$ cat config.mk
export PLATFORM = sky130hd
export DESIGN_NAME = dmem_ctrl
export DESIGN_NICKNAME = d
export VERILOG_FILES = /design/src/rtl/dmem_ctrl.sv
export SDC_FILE = /design/constraint.sdc
export NUM_CORES = 1
export LEC_CHECK = 0
export ABC_AREA = 1
export CAP_MARGIN = 40
export CORE_ASPECT_RATIO = 1.1
export CORE_MARGIN = 2
export CORE_UTILIZATION = 30
export CTS_CLUSTER_DIAMETER = 150
export DETAILED_ROUTE_END_ITERATION = 7
export PLACE_DENSITY_LB_ADDON = 0.2
export SYNTH_ARGS = -nofsm -noshare
export SYNTH_HDL_FRONTEND = slang
export SYNTH_SLANG_ARGS = --single-unit
$ cat constraint.sdc
create_clock -name clk -period 1.89 [get_ports clk]
set_input_delay 0.567 -clock clk [delete_from_list [all_inputs] [get_ports clk]]
set_output_delay 0.567 -clock clk [all_outputs]
set_load 0.01 [all_outputs]
$ cat src/rtl/dmem_ctrl.sv
// Data-memory bus controller: turns memory-stage load/store requests into aligned bus transactions.
// Latency: a valid access stalls for 1 IDLE cycle plus N REQ cycles; data appears in the DONE cycle.
// Backpressure: mdelay holds the memory stage while waiting for bus_ack; TIMEOUT REQ cycles abort with err.
module dmem_ctrl #(
    parameter int width   = 32,
    parameter int TIMEOUT = 16
) (
    input  logic             clk,
    input  logic             rst_n,
    input  logic [width-1:0] addr,
    input  logic [width-1:0] wdata,
    input  logic             w,
    input  logic             r,
    input  logic [1:0]       sel,
    output logic [width-1:0] rdata,
    output logic             mdelay,
    output logic             misalign,
    output logic             err,
    output logic             bus_req,
    output logic             bus_we,
    output logic [width-1:0] bus_addr,
    output logic [3:0]       bus_be,
    output logic [width-1:0] bus_wdata,
    input  logic             bus_ack,
    input  logic [width-1:0] bus_rdata
);

    typedef enum logic [1:0] {IDLE, REQ, DONE} state_t;

    state_t             state_q, state_d;
    logic [width-1:0]   baddr_q, baddr_d;
    logic [3:0]         be_q, be_d;
    logic               we_q, we_d;
    logic [width-1:0]   wdat_q, wdat_d;
    logic [1:0]         off_q, off_d;
    logic [1:0]         size_q, size_d;
    logic [7:0]         cnt_q, cnt_d;
    logic [width-1:0]   rdat_q, rdat_d;
    logic               err_q, err_d;

    logic               aligned, acc_ok, acc_bad;
    logic [3:0]         be_new;
    logic [width-1:0]   wdat_new, shifted, rd_cap;

    // Decode the incoming request: alignment, byte enables and lane-replicated store data.
    always_comb begin
        aligned  = (sel == 2'b00) ||
                   (sel == 2'b01 && !addr[0]) ||
                   (sel == 2'b10 && addr[1:0] == 2'b00);
        acc_ok   = (r || w) && (sel != 2'b11) && aligned;
        acc_bad  = (r || w) && (sel != 2'b11) && !aligned;
        be_new   = 4'b1111;
        wdat_new = wdata;
        case (sel)
            2'b00: begin
                be_new   = 4'b0001 << addr[1:0];
                wdat_new = {4{wdata[7:0]}};
            end
            2'b01: begin
                be_new   = 4'b0011 << addr[1:0];
                wdat_new = {2{wdata[15:0]}};
            end
            default: begin
                be_new   = 4'b1111;
                wdat_new = wdata;
            end
        endcase
    end

    // Align the returned bus word to the requested lane and zero-extend to the access size.
    always_comb begin
        shifted = bus_rdata >> {off_q, 3'b000};
        case (size_q)
            2'b00:   rd_cap = {{(width-8){1'b0}}, shifted[7:0]};
            2'b01:   rd_cap = {{(width-16){1'b0}}, shifted[15:0]};
            default: rd_cap = shifted;
        endcase
        if (we_q) begin
            rd_cap = '0;
        end
    end

    // Next-state logic: accept in IDLE, wait for ack or timeout in REQ, present result in DONE.
    always_comb begin
        state_d = state_q;
        baddr_d = baddr_q;
        be_d    = be_q;
        we_d    = we_q;
        wdat_d  = wdat_q;
        off_d   = off_q;
        size_d  = size_q;
        cnt_d   = cnt_q;
        rdat_d  = rdat_q;
        err_d   = err_q;
        case (state_q)
            IDLE: begin
                if (acc_ok) begin
                    baddr_d = {addr[width-1:2], 2'b00};
                    be_d    = be_new;
                    we_d    = w;
                    wdat_d  = wdat_new;
                    off_d   = addr[1:0];
                    size_d  = sel;
                    cnt_d   = 8'd0;
                    state_d = REQ;
                end
            end
            REQ: begin
                if (bus_ack) begin
                    rdat_d  = rd_cap;
                    err_d   = 1'b0;
                    state_d = DONE;
                end else if (cnt_q == 8'(TIMEOUT - 1)) begin
                    rdat_d  = '0;
                    err_d   = 1'b1;
                    state_d = DONE;
                end else begin
                    cnt_d   = cnt_q + 8'd1;
                end
            end
            default: begin
                state_d = IDLE;
            end
        endcase
    end

    // State registers with synchronous active-low reset that abandons any in-flight access.
    always_ff @(posedge clk) begin
        if (!rst_n) begin
            state_q <= IDLE;
            baddr_q <= '0;
            be_q    <= '0;
            we_q    <= 1'b0;
            wdat_q  <= '0;
            off_q   <= '0;
            size_q  <= '0;
            cnt_q   <= '0;
            rdat_q  <= '0;
            err_q   <= 1'b0;
        end else begin
            state_q <= state_d;
            baddr_q <= baddr_d;
            be_q    <= be_d;
            we_q    <= we_d;
            wdat_q  <= wdat_d;
            off_q   <= off_d;
            size_q  <= size_d;
            cnt_q   <= cnt_d;
            rdat_q  <= rdat_d;
            err_q   <= err_d;
        end
    end

    // Outputs are forced quiet whenever reset is asserted, even before the next clock edge.
    always_comb begin
        mdelay    = rst_n && ((state_q == IDLE && acc_ok) || state_q == REQ);
        misalign  = rst_n && (state_q == IDLE) && acc_bad;
        bus_req   = rst_n && (state_q == REQ);
        bus_we    = rst_n && we_q;
        bus_addr  = rst_n ? baddr_q : '0;
        bus_be    = rst_n ? be_q    : '0;
        bus_wdata = rst_n ? wdat_q  : '0;
        rdata     = (rst_n && state_q == DONE) ? rdat_q : '0;
        err       = rst_n && (state_q == DONE) && err_q;
    end

endmodule

==> metrics.txt, run 1 <==
outcome=finished, violations left; failing checks=negative setup slack; area of the die=0.0208 sq mm; layout cell share with drive strength beyond 1=16.5%; Worst-path clk slew=0.06 ns; area of the multi-input gates=0.00279 sq mm; FFs w/ async S/R, synth=0%; Top Ports=208; Worst Setup EP=rdata[14]; clk_lat worst skew=0.42 ns; CP top delay family=buffers and inverters; worst slew pin tran=0.779 ns; YS warnings=0; chip height=151 um; final cell count without fillers=1432; Compound-Gate Fraction of Synth Area=20.3%; max-cap violations=0; RD Place Congestion=0.818; combinational family with the most area after synthesis=simple AND/OR/NAND/NOR gates; Clock Path Buffers=2; clock share of power=44.9%; # H-tree levels=4; post-synthesis mux area share=0%; row count=53; initial core utilization=30.8%; Sequential Power Share=37.9%; Core Area=0.0192 sq mm; # port buffers=205; initial antenna violation count=1; worst r2r src=state_q[1]; Post-synth EDFFs=0; post-route setup slack=-0.138 ns; Crit path largest cell delay=0.33 ns; Reg-to-Reg End=wdat_q[16]; P per Cell Area=731 mW/mm^2; Avg WL per Cell=13.8 um; vias per inst=4.52; FF/Latch Area=0.00229 sq mm; min-delay worst type=register to register; first-pass GRT wire length=30400 um; design area=0.00932 sq mm; post-route clock skew=0.00686 ns; leakage power total=4.75 nW; register area share after synthesis=38.7%; CP max-delay cell=dfxtp_2; post-synth top area share=38.7%; WP data arrival=1.46 ns; Max-Slew Margin vs Limit=48.1%; WP depth=5; Mean Syn Cell Area=6.34 sq um; Switching Fraction=27.9%; Startpoint Class=register; Critical path origin=state_q[0]; drt drc=0; placed insts=1378; met3 Track Usage GR=7.26%; CTS tree=yes; CTS Hold Bufs=0; Fmax=493 MHz; synth top area cells=dfxtp_1, nand2_1, inv_1; internal power=4.91 mW; simple-gate share of the synthesized area=23.5%; final WL=19800 um; Synth Area in XOR/XNOR=0.148%; Post-DP Area=0.00845 sq mm; Gate Count Post-Synth=931; top_reg_cell synth=dfxtp_1; total gr overflow=0; die span in x=138 um; top cell type by total area after synthesis=dfxtp_1; Seq cells post-synth=114; required time worst endpoint=1.32 ns; largest net degree at the start of global routing=77; Root Buffer Master=clkbuf_16; Sw Pwr=1.90 mW; gr busiest metal=met2; DRT antenna net count=0; flop2flop setup slack=0.16 ns; Netlist Area Pre-Place=0.00590 sq mm; nets=1274; Logic pwr share=17.2%; detailed placement HPWL=13200 um; Worst setup EP type=primary output; met2 Resource Use GR=29.6%; Via Count=6478; DR pass1 iterations=5; final critical-path share of the clock period=107%; vias in the first global route=6059; setup violators final=35; DRT iter0 DRCs=394; Worst Path Max Fanout=8; min cycle time layout=2.03 ns; GRT Util Overall=18.7%; R2R cell count=9; cts bufs inserted=17; Area Overhead vs Synth=58.0%; worst path bufs/invs=3; Fillers=1962; Final Hold Viols=0; met1 GRT Util=23.7%; sinks on the clock net=114; worst vdd ir=0.636 mV; adder-cell area share of the yosys netlist=0.212%; unrepaired setup endpoints after global routing=true; Crit Path Class=register to primary output; post-synthesis cell type count=32; Max Slew Vio Count=0; crit-path cells=inv_2 -> nand3_4 -> clkbuf_16 -> nor2_2 -> buf_2
## through the flow
step	utilization, %	hold WS (ns)	TNS (ns)	power (mW)	setup WS (ns)
floorplan	-	0.440	-0.0931	3.20	-0.0931
global placement	44.1	0.448	-93.33	3.76	-0.995
detailed placement	44.1	0.452	-93.95	3.77	-0.991
CTS	47.1	0.461	-0.776	6.86	-0.191
global route	48.6	0.479	-5.21	7.14	-0.181
finish	48.6	0.459	-3.50	6.82	-0.138
## what timing repair did
action                                  4_1_cts  5_1_grt
pin swaps                                     8        7
cloned                                        4        4
endpoints found under the hold margin         0        0
endpoints found under the setup margin      182       75
setup buffers                                11        1
resized for setup                           251       80
## routing by layer
layer  wire (um)  share of wire [%]
met1        8400                 42
met2        9140                 46
met3        1960                9.9
met4         306                1.5
met5           0                  0
## registers in the layout (all words and copies together) (netlist names)
| name | flops |
|---|---|
| rdat_q | 32 |
| wdat_q | 32 |
| baddr_q | 30 |
| cnt_q | 8 |
| be_q | 4 |
| off_q | 2 |
| size_q | 2 |
| state_q | 2 |
| err_q | 1 |
| we_q | 1 |
## power by group through the flow
stage / registers, mW / clock network (mW) / logic, mW
after floorplan: 2.62 / 0 / 0.574
after global placement: 2.63 / 0 / 1.13
after detailed placement: 2.64 / 0 / 1.13
after CTS: 2.59 / 3.12 / 1.15
after global routing: 2.60 / 3.24 / 1.31
final: 2.59 / 3.06 / 1.17
## placed cells by master, fill, tap and decap left out, drive strengths merged, types with 3 or more instances in the layout
cell and instances:
a21oi 60, and2 3, buf 107, clkbuf 23, clkdlybuf4s15 10, clkdlybuf4s50 95
clkinv 10, clkinvlp 3, dfxtp 114, dlygate4sd2 56, inv 193, nand2 224
nand3 42, nor2 65, o211ai 11, o21a 5, o21ai 148, o22ai 3
## logic make-up (layout without fill, tap and decap cells)
kind of cell	count (synthesis)	count (layout)
AO/OA/AOI/OAI	229	229
XOR/XNOR	1	1
adder cells (fa/ha/maj)	1	1
buffers and inverters	248	499
flip-flops	114	114
other	1	4
AND/OR/NAND/NOR	337	337
## synthesized netlist by cell type (3+ instances only)
| master | instances |
|---|---|
| buf_1 | 8 |
| o211ai_1 | 11 |
| nand3_1 | 41 |
| buf_4 | 3 |
| nor2_1 | 61 |
| nand2_1 | 223 |
| buf_6 | 5 |
| inv_1 | 187 |
| o21a_1 | 5 |
| a21oi_1 | 60 |
| buf_2 | 16 |
| inv_2 | 3 |
| dfxtp_1 | 114 |
| and2_0 | 3 |
| o21ai_1 | 18 |
| clkbuf_2 | 3 |
| clkbuf_1 | 21 |
| o22ai_1 | 3 |
| o21ai_0 | 129 |
## worst min-delay path by stage
stage                from          to  cells past startpoint
2_1_floorplan  rdat_q[16]  rdat_q[16]                      2
3_5_place_dp   rdat_q[13]  rdat_q[13]                      2
3_3_place_gp   rdat_q[19]  rdat_q[19]                      2
5_1_grt         rdat_q[8]   rdat_q[8]                      2
6_report       rdat_q[15]  rdat_q[15]                      2
4_1_cts        rdat_q[13]  rdat_q[13]                      2
## layout make-up
| class | count | share of cell area [%] |
|---|---|---|
| Clock inverter | 15 | 1.44 |
| Multi-Input combinational cell | 570 | 29.9 |
| Tap cell | 247 | 3.32 |
| Sequential cell | 114 | 24.5 |
| Timing Repair Buffer | 275 | 28.5 |
| Clock buffer | 17 | 4.56 |
| Antenna cell | 2 | 0.0537 |
| Inverter | 192 | 7.73 |
## worst min-delay path: cells and delay by family (launching register included)
| family | cells | cell delay (ns) |
|---|---|---|
| compound gates | 1 | 0.05 |
| simple gates | 1 | 0.06 |
| flops | 1 | 0.31 |
(Power assumes the default switching activity.)
==> inputs of run 2 (changes only) <==
--- a/config.mk
+++ b/config.mk
@@ -13,6 +13,7 @@
 export CTS_CLUSTER_DIAMETER = 150
 export DETAILED_ROUTE_END_ITERATION = 7
 export PLACE_DENSITY_LB_ADDON = 0.2
+export SETUP_SLACK_MARGIN = 0.3
 export SYNTH_ARGS = -nofsm -noshare
 export SYNTH_HDL_FRONTEND = slang
 export SYNTH_SLANG_ARGS = --single-unit
==> run 2 against run 1 <==
  * The run still ends with negative setup slack left
  * Sequential cell count stayed put
  * Clock skew up 0.0028 ns
  * Final cell count up 3.8%
  * Register-to-register slack lost 0.05 ns
  * Global-route usage grew 3.1 points
  * Critical endpoint is now mdelay
  * Largest power group unchanged
==> metrics.txt, run 2 (synthesis gave the netlist of run 1 again) <==
P per Cell Area=677 mW/mm^2; total gr overflow=0; failing checks=negative setup slack; worst slew pin tran=0.555 ns; unrepaired setup endpoints after global routing=true; Max-Slew Margin vs Limit=62.9%; worst vdd ir=0.572 mV; DRT iter0 DRCs=393; R2R cell count=10; Reg-to-Reg End=baddr_q[2]; initial antenna violation count=0; RD Place Congestion=0.845; worst path bufs/invs=4; die span in x=138 um; crit-path cells=buf_2 -> buf_4 -> inv_2 -> nor2_2 -> nor2_4 -> nand3_4 -> a21oi_4 -> buf_6; drt drc=0; area of the die=0.0208 sq mm; final critical-path share of the clock period=108%; startpoint of the worst hold path=rdat_q[25]; WP data arrival=1.48 ns; # H-tree levels=4; clock share of power=43.4%; Startpoint Class=primary input; clk_lat worst skew=0.42 ns; Worst-path clk slew=0.06 ns; Worst setup EP type=primary output; commonest non-fill, non-tap cell in the layout=nand2_1; post-route clock skew=0.00966 ns; GRT Util Overall=21.8%; CP max-delay cell=a21oi_4; flop2flop setup slack=0.11 ns; worst r2r src=state_q[1]; # port buffers=205; final cell count without fillers=1487; layout cell share with drive strength beyond 1=36.4%; Crit Path Class=primary input to primary output; outcome=finished, violations left; Crit path largest cell delay=0.17 ns; pre-CTS setup slack=-0.941 ns; nets=1331; final WL=22500 um; CTS tree=yes; cts bufs inserted=17; Logic pwr share=21.7%; required time worst endpoint=1.32 ns; min-delay worst type=register to register; vias per inst=4.63; Via Count=6887; Root Buffer Master=clkbuf_16; WP depth=8; Avg WL per Cell=15.1 um; Worst Path Max Fanout=3; Clock Path Buffers=2; DRT antenna net count=0; Critical path origin=sel[1]; Final Hold Viols=0; detailed placement HPWL=13600 um; n_diodes=0; setup violators final=34; leakage power total=5.50 nW; commonest non-fill, non-tap cells in the layout=nand2_1, inv_1, dfxtp_1; CTS Hold Bufs=0; Area Overhead vs Synth=90.0%; Fmax=489 MHz; largest registers=rdat_q x32, wdat_q x32, baddr_q x30; row count=53; Switching Fraction=27.7%; worst hold slack=0.460 ns; DR pass1 iterations=7; placed insts=1383; max-cap violations=0; vias in the first global route=6797; internal power=5.49 mW; min cycle time layout=2.05 ns; Max Slew Vio Count=0; Sequential Power Share=34.8%; chip height=151 um; post-route setup slack=-0.156 ns; sinks on the clock net=114; initial core utilization=30.8%; Worst Setup EP=mdelay; largest net degree at the start of global routing=59; first-pass GRT wire length=35100 um; Sw Pwr=2.10 mW; Top Ports=208; Core Area=0.0192 sq mm; CP top delay family=buffers and inverters
## run 2: changes by cell type in the layout (fill, tap and decap cells not counted), sizes merged
cell	previous run	this run
diode	2	0
bufbuf	1	3
clkbuf	23	19
inv	193	189
dlygate4sd2	56	0
buf	107	232
bufinv	1	3
clkinvlp	3	5
clkdlybuf4s15	10	0
## run 2: worst min path at each step
stage	slack [ns]	depth (start not counted)	endpoint
finish	0.46	2	rdat_q[25]
global placement	0.45	2	rdat_q[31]
floorplan	0.44	2	rdat_q[16]
detailed placement	0.45	2	rdat_q[25]
global route	0.48	2	rdat_q[9]
CTS	0.46	2	rdat_q[17]
## run 2: per-layer routing
metal / track usage (%) / routed length (um) / vias to the layer above
met3: 6.83 / 1770 / 25
li1: - / - / 3477
met1: 26.9 / 9350 / 3162
met2: 37.0 / 11100 / 223
met4: 5.26 / 258 / 0
met5: 0 / 0 / -
## run 2: tightest hold or removal path: cells and delay by family (launching register included)
family	cells	cell delay (ns)
compound gates	1	0.05
simple gates	1	0.06
flops	1	0.31
## run 2: layout make-up
class                           count  area, sq um
Fill cell                        1715         7960
Clock inverter                     15          185
Clock buffer                       17          425
Timing Repair Buffer              332         3840
Multi-Input combinational cell    570         3410
Tap cell                          247          309
Inverter                          192          751
Sequential cell                   114         2290
## run 2: power groups by stage
stage                     logic (mW)  registers [mW]  clock network (mW)
after floorplan                0.598            2.63                   0
after global placement          1.15            2.63                   0
after detailed placement        1.16            2.64                   0
after CTS                       1.54            2.62                3.37
after global routing            1.78            2.66                3.49
final                           1.65            2.64                3.30
## run 2: metrics by stage
| step | TNS [ns] | instance area [sq um] | total power, mW | util [%] |
|---|---|---|---|---|
| 2_1_floorplan | -0.0931 | 6260 | 3.22 | - |
| 3_3_place_gp | -85.97 | 8760 | 3.79 | 45.7 |
| 3_5_place_dp | -88.21 | 8760 | 3.80 | 45.7 |
| 4_1_cts | -5.37 | 10800 | 7.53 | 56.3 |
| 5_1_grt | -7.60 | 11200 | 7.92 | 58.5 |
| 6_report | -4.35 | 11200 | 7.59 | 58.5 |
## run 2: timing repair
| action | in CTS | in global routing |
|---|---|---|
| gates cloned | 17 | 0 |
| setup buffers | 48 | 7 |
| hold endpoints to repair | 0 | 0 |
| setup endpoints to repair | 183 | 215 |
| gates resized for setup | 722 | 119 |
| pin swaps | 23 | 33 |
==> inputs of run 3 (changes only) <==
--- a/config.mk
+++ b/config.mk
@@ -8,12 +8,12 @@
 export ABC_AREA = 1
 export CAP_MARGIN = 40
 export CORE_ASPECT_RATIO = 1.1
-export CORE_MARGIN = 2
 export CORE_UTILIZATION = 30
 export CTS_CLUSTER_DIAMETER = 150
 export DETAILED_ROUTE_END_ITERATION = 7
 export PLACE_DENSITY_LB_ADDON = 0.2
 export SETUP_SLACK_MARGIN = 0.3
+export SKIP_LAST_GASP = 1
 export SYNTH_ARGS = -nofsm -noshare
 export SYNTH_HDL_FRONTEND = slang
 export SYNTH_SLANG_ARGS = --single-unit
==> run 3 against run 2 <==
  * The flow still finishes with violations (negative setup slack)
  * Global-route usage decreased by 1.5 points
  * Sequential power about the same
  * Clock skew about the same
  * Utilization decreased by 0.39 points
  * Worst hold slack got worse by 0.056 ns
  * Routed wire length decreased by 4.1%
  * Largest power group unchanged
==> metrics.txt, run 3 (synthesis gave the netlist of run 1 again) <==
outcome=finished, violations left; failing checks=negative setup slack; worst slew pin tran=0.519 ns; min-delay worst type=primary input to register; setup violators final=31; largest registers=rdat_q x32, wdat_q x32, baddr_q x30; total gr overflow=0; Sw Pwr=2.07 mW; required time worst endpoint=1.32 ns; Root Buffer Master=clkbuf_16; pre-CTS setup slack=-0.989 ns; detailed placement HPWL=13400 um; largest net degree at the start of global routing=71; DRT antenna net count=0; met1 GRT Util=25.8%; Crit Path Class=primary input to primary output; CTS tree=yes; WP data arrival=1.46 ns; internal power=5.44 mW; DRT iter0 DRCs=493; placed insts=1384; met2 Resource Use GR=32.5%; R2R cell count=8; Final Util=58.1%; Top Ports=208; Area Overhead vs Synth=88.7%; flop2flop setup slack=0.37 ns; final cell count without fillers=1497; Max Slew Vio Count=0; P per Cell Area=675 mW/mm^2; first-pass GRT wire length=31900 um; Reg-to-Reg End=wdat_q[17]; Critical path origin=sel[1]; Final Hold Viols=0; initial antenna violation count=0; Max-Slew Margin vs Limit=65.4%; Core Area=0.0192 sq mm; vias per inst=4.65; layout cell share with drive strength beyond 1=37.4%; row count=53; post-route setup slack=-0.135 ns; # port buffers=205; RD Place Congestion=0.808; area of the die=0.0202 sq mm; die span in x=136 um; commonest non-fill, non-tap cells in the layout=nand2_1, o21ai_0, buf_6; met3 Track Usage GR=6.25%; vias in the first global route=6354; sinks on the clock net=114; commonest non-fill, non-tap cell in the layout=nand2_1; # H-tree levels=4; drt drc=0; Avg WL per Cell=14.4 um; Worst-path clk slew=0.05 ns; Worst setup EP type=primary output; n_diodes=0; initial core utilization=30.8%; post-route clock skew=0.0101 ns; worst r2r src=state_q[1]; unrepaired setup endpoints after global routing=true; gr busiest metal=met2; leakage power total=5.53 nW; Switching Fraction=27.6%; Logic pwr share=21.3%; cts bufs inserted=17; Via Count=6959; Startpoint Class=primary input; max-cap violations=0; nets=1341; min cycle time layout=2.02 ns; chip height=149 um; Worst Setup EP=mdelay; Fmax=494 MHz; DR pass1 iterations=5; Worst Path Max Fanout=4; final WL=21600 um; GRT Util Overall=20.4%; Clock Path Buffers=2; worst vdd ir=0.616 mV; clock share of power=43.4%; Sequential Power Share=35.3%; final critical-path share of the clock period=107%; worst hold slack=0.405 ns; clk_lat worst skew=0.42 ns
-- run 3: layout make-up --
cell class	count	area [sq um]
multi-input combinational	570	3400
fill	1743	8030
clock buffer	21	470
timing repair buffer	342	3800
inverter	192	731
clock inverter	11	130
tap	247	309
sequential	114	2290
-- run 3: layer usage --
layer  vias up  part of all wire (%)
met2       228                    47
met1      3219                    43
met3        27                   7.8
li1       3485                     -
met4         0                   1.7
met5         -                     0
-- run 3: worst min path at each step --
stage	startpoint	endpoint	slack, ns	depth (start not counted)
2_1_floorplan	rdat_q[16]	rdat_q[16]	0.44	2
3_3_place_gp	rdat_q[31]	rdat_q[31]	0.45	2
3_5_place_dp	rdat_q[22]	rdat_q[22]	0.45	2
4_1_cts	rdat_q[22]	rdat_q[22]	0.46	2
5_1_grt	w	we_q	0.41	3
6_report	w	we_q	0.40	3
-- run 3: timing repair --
item	CTS	global route
resized for setup	617	207
hold buffers	0	0
cloned	7	4
setup buffers	41	29
pin swaps	26	46
setup endpoints to repair	183	213
-- run 3: through the flow --
stage	total power [mW]	area, sq um	setup TNS [ns]
after global placement	3.79	8740	-82.42
after CTS	7.29	10200	-4.48
final	7.51	11100	-2.77
after floorplan	3.22	6260	-0.0931
after detailed placement	3.80	8740	-83.18
after global routing	7.81	11100	-4.91
-- run 3: power by group through the flow --
stage	clock, mW	combinational, mW	sequential, mW
6_report	3.26	1.60	2.65
5_1_grt	3.42	1.73	2.66
4_1_cts	3.31	1.36	2.62
3_5_place_dp	0	1.16	2.64
3_3_place_gp	0	1.15	2.64
2_1_floorplan	0	0.598	2.63
-- run 3: critical path, cell delays in order --
cell and delay (ns):
buf_4 0.13, nand2_4 0.07, o21a_1 0.17, buf_6 0.12, nand3_4 0.12, a21oi_4 0.15, buf_6 0.12
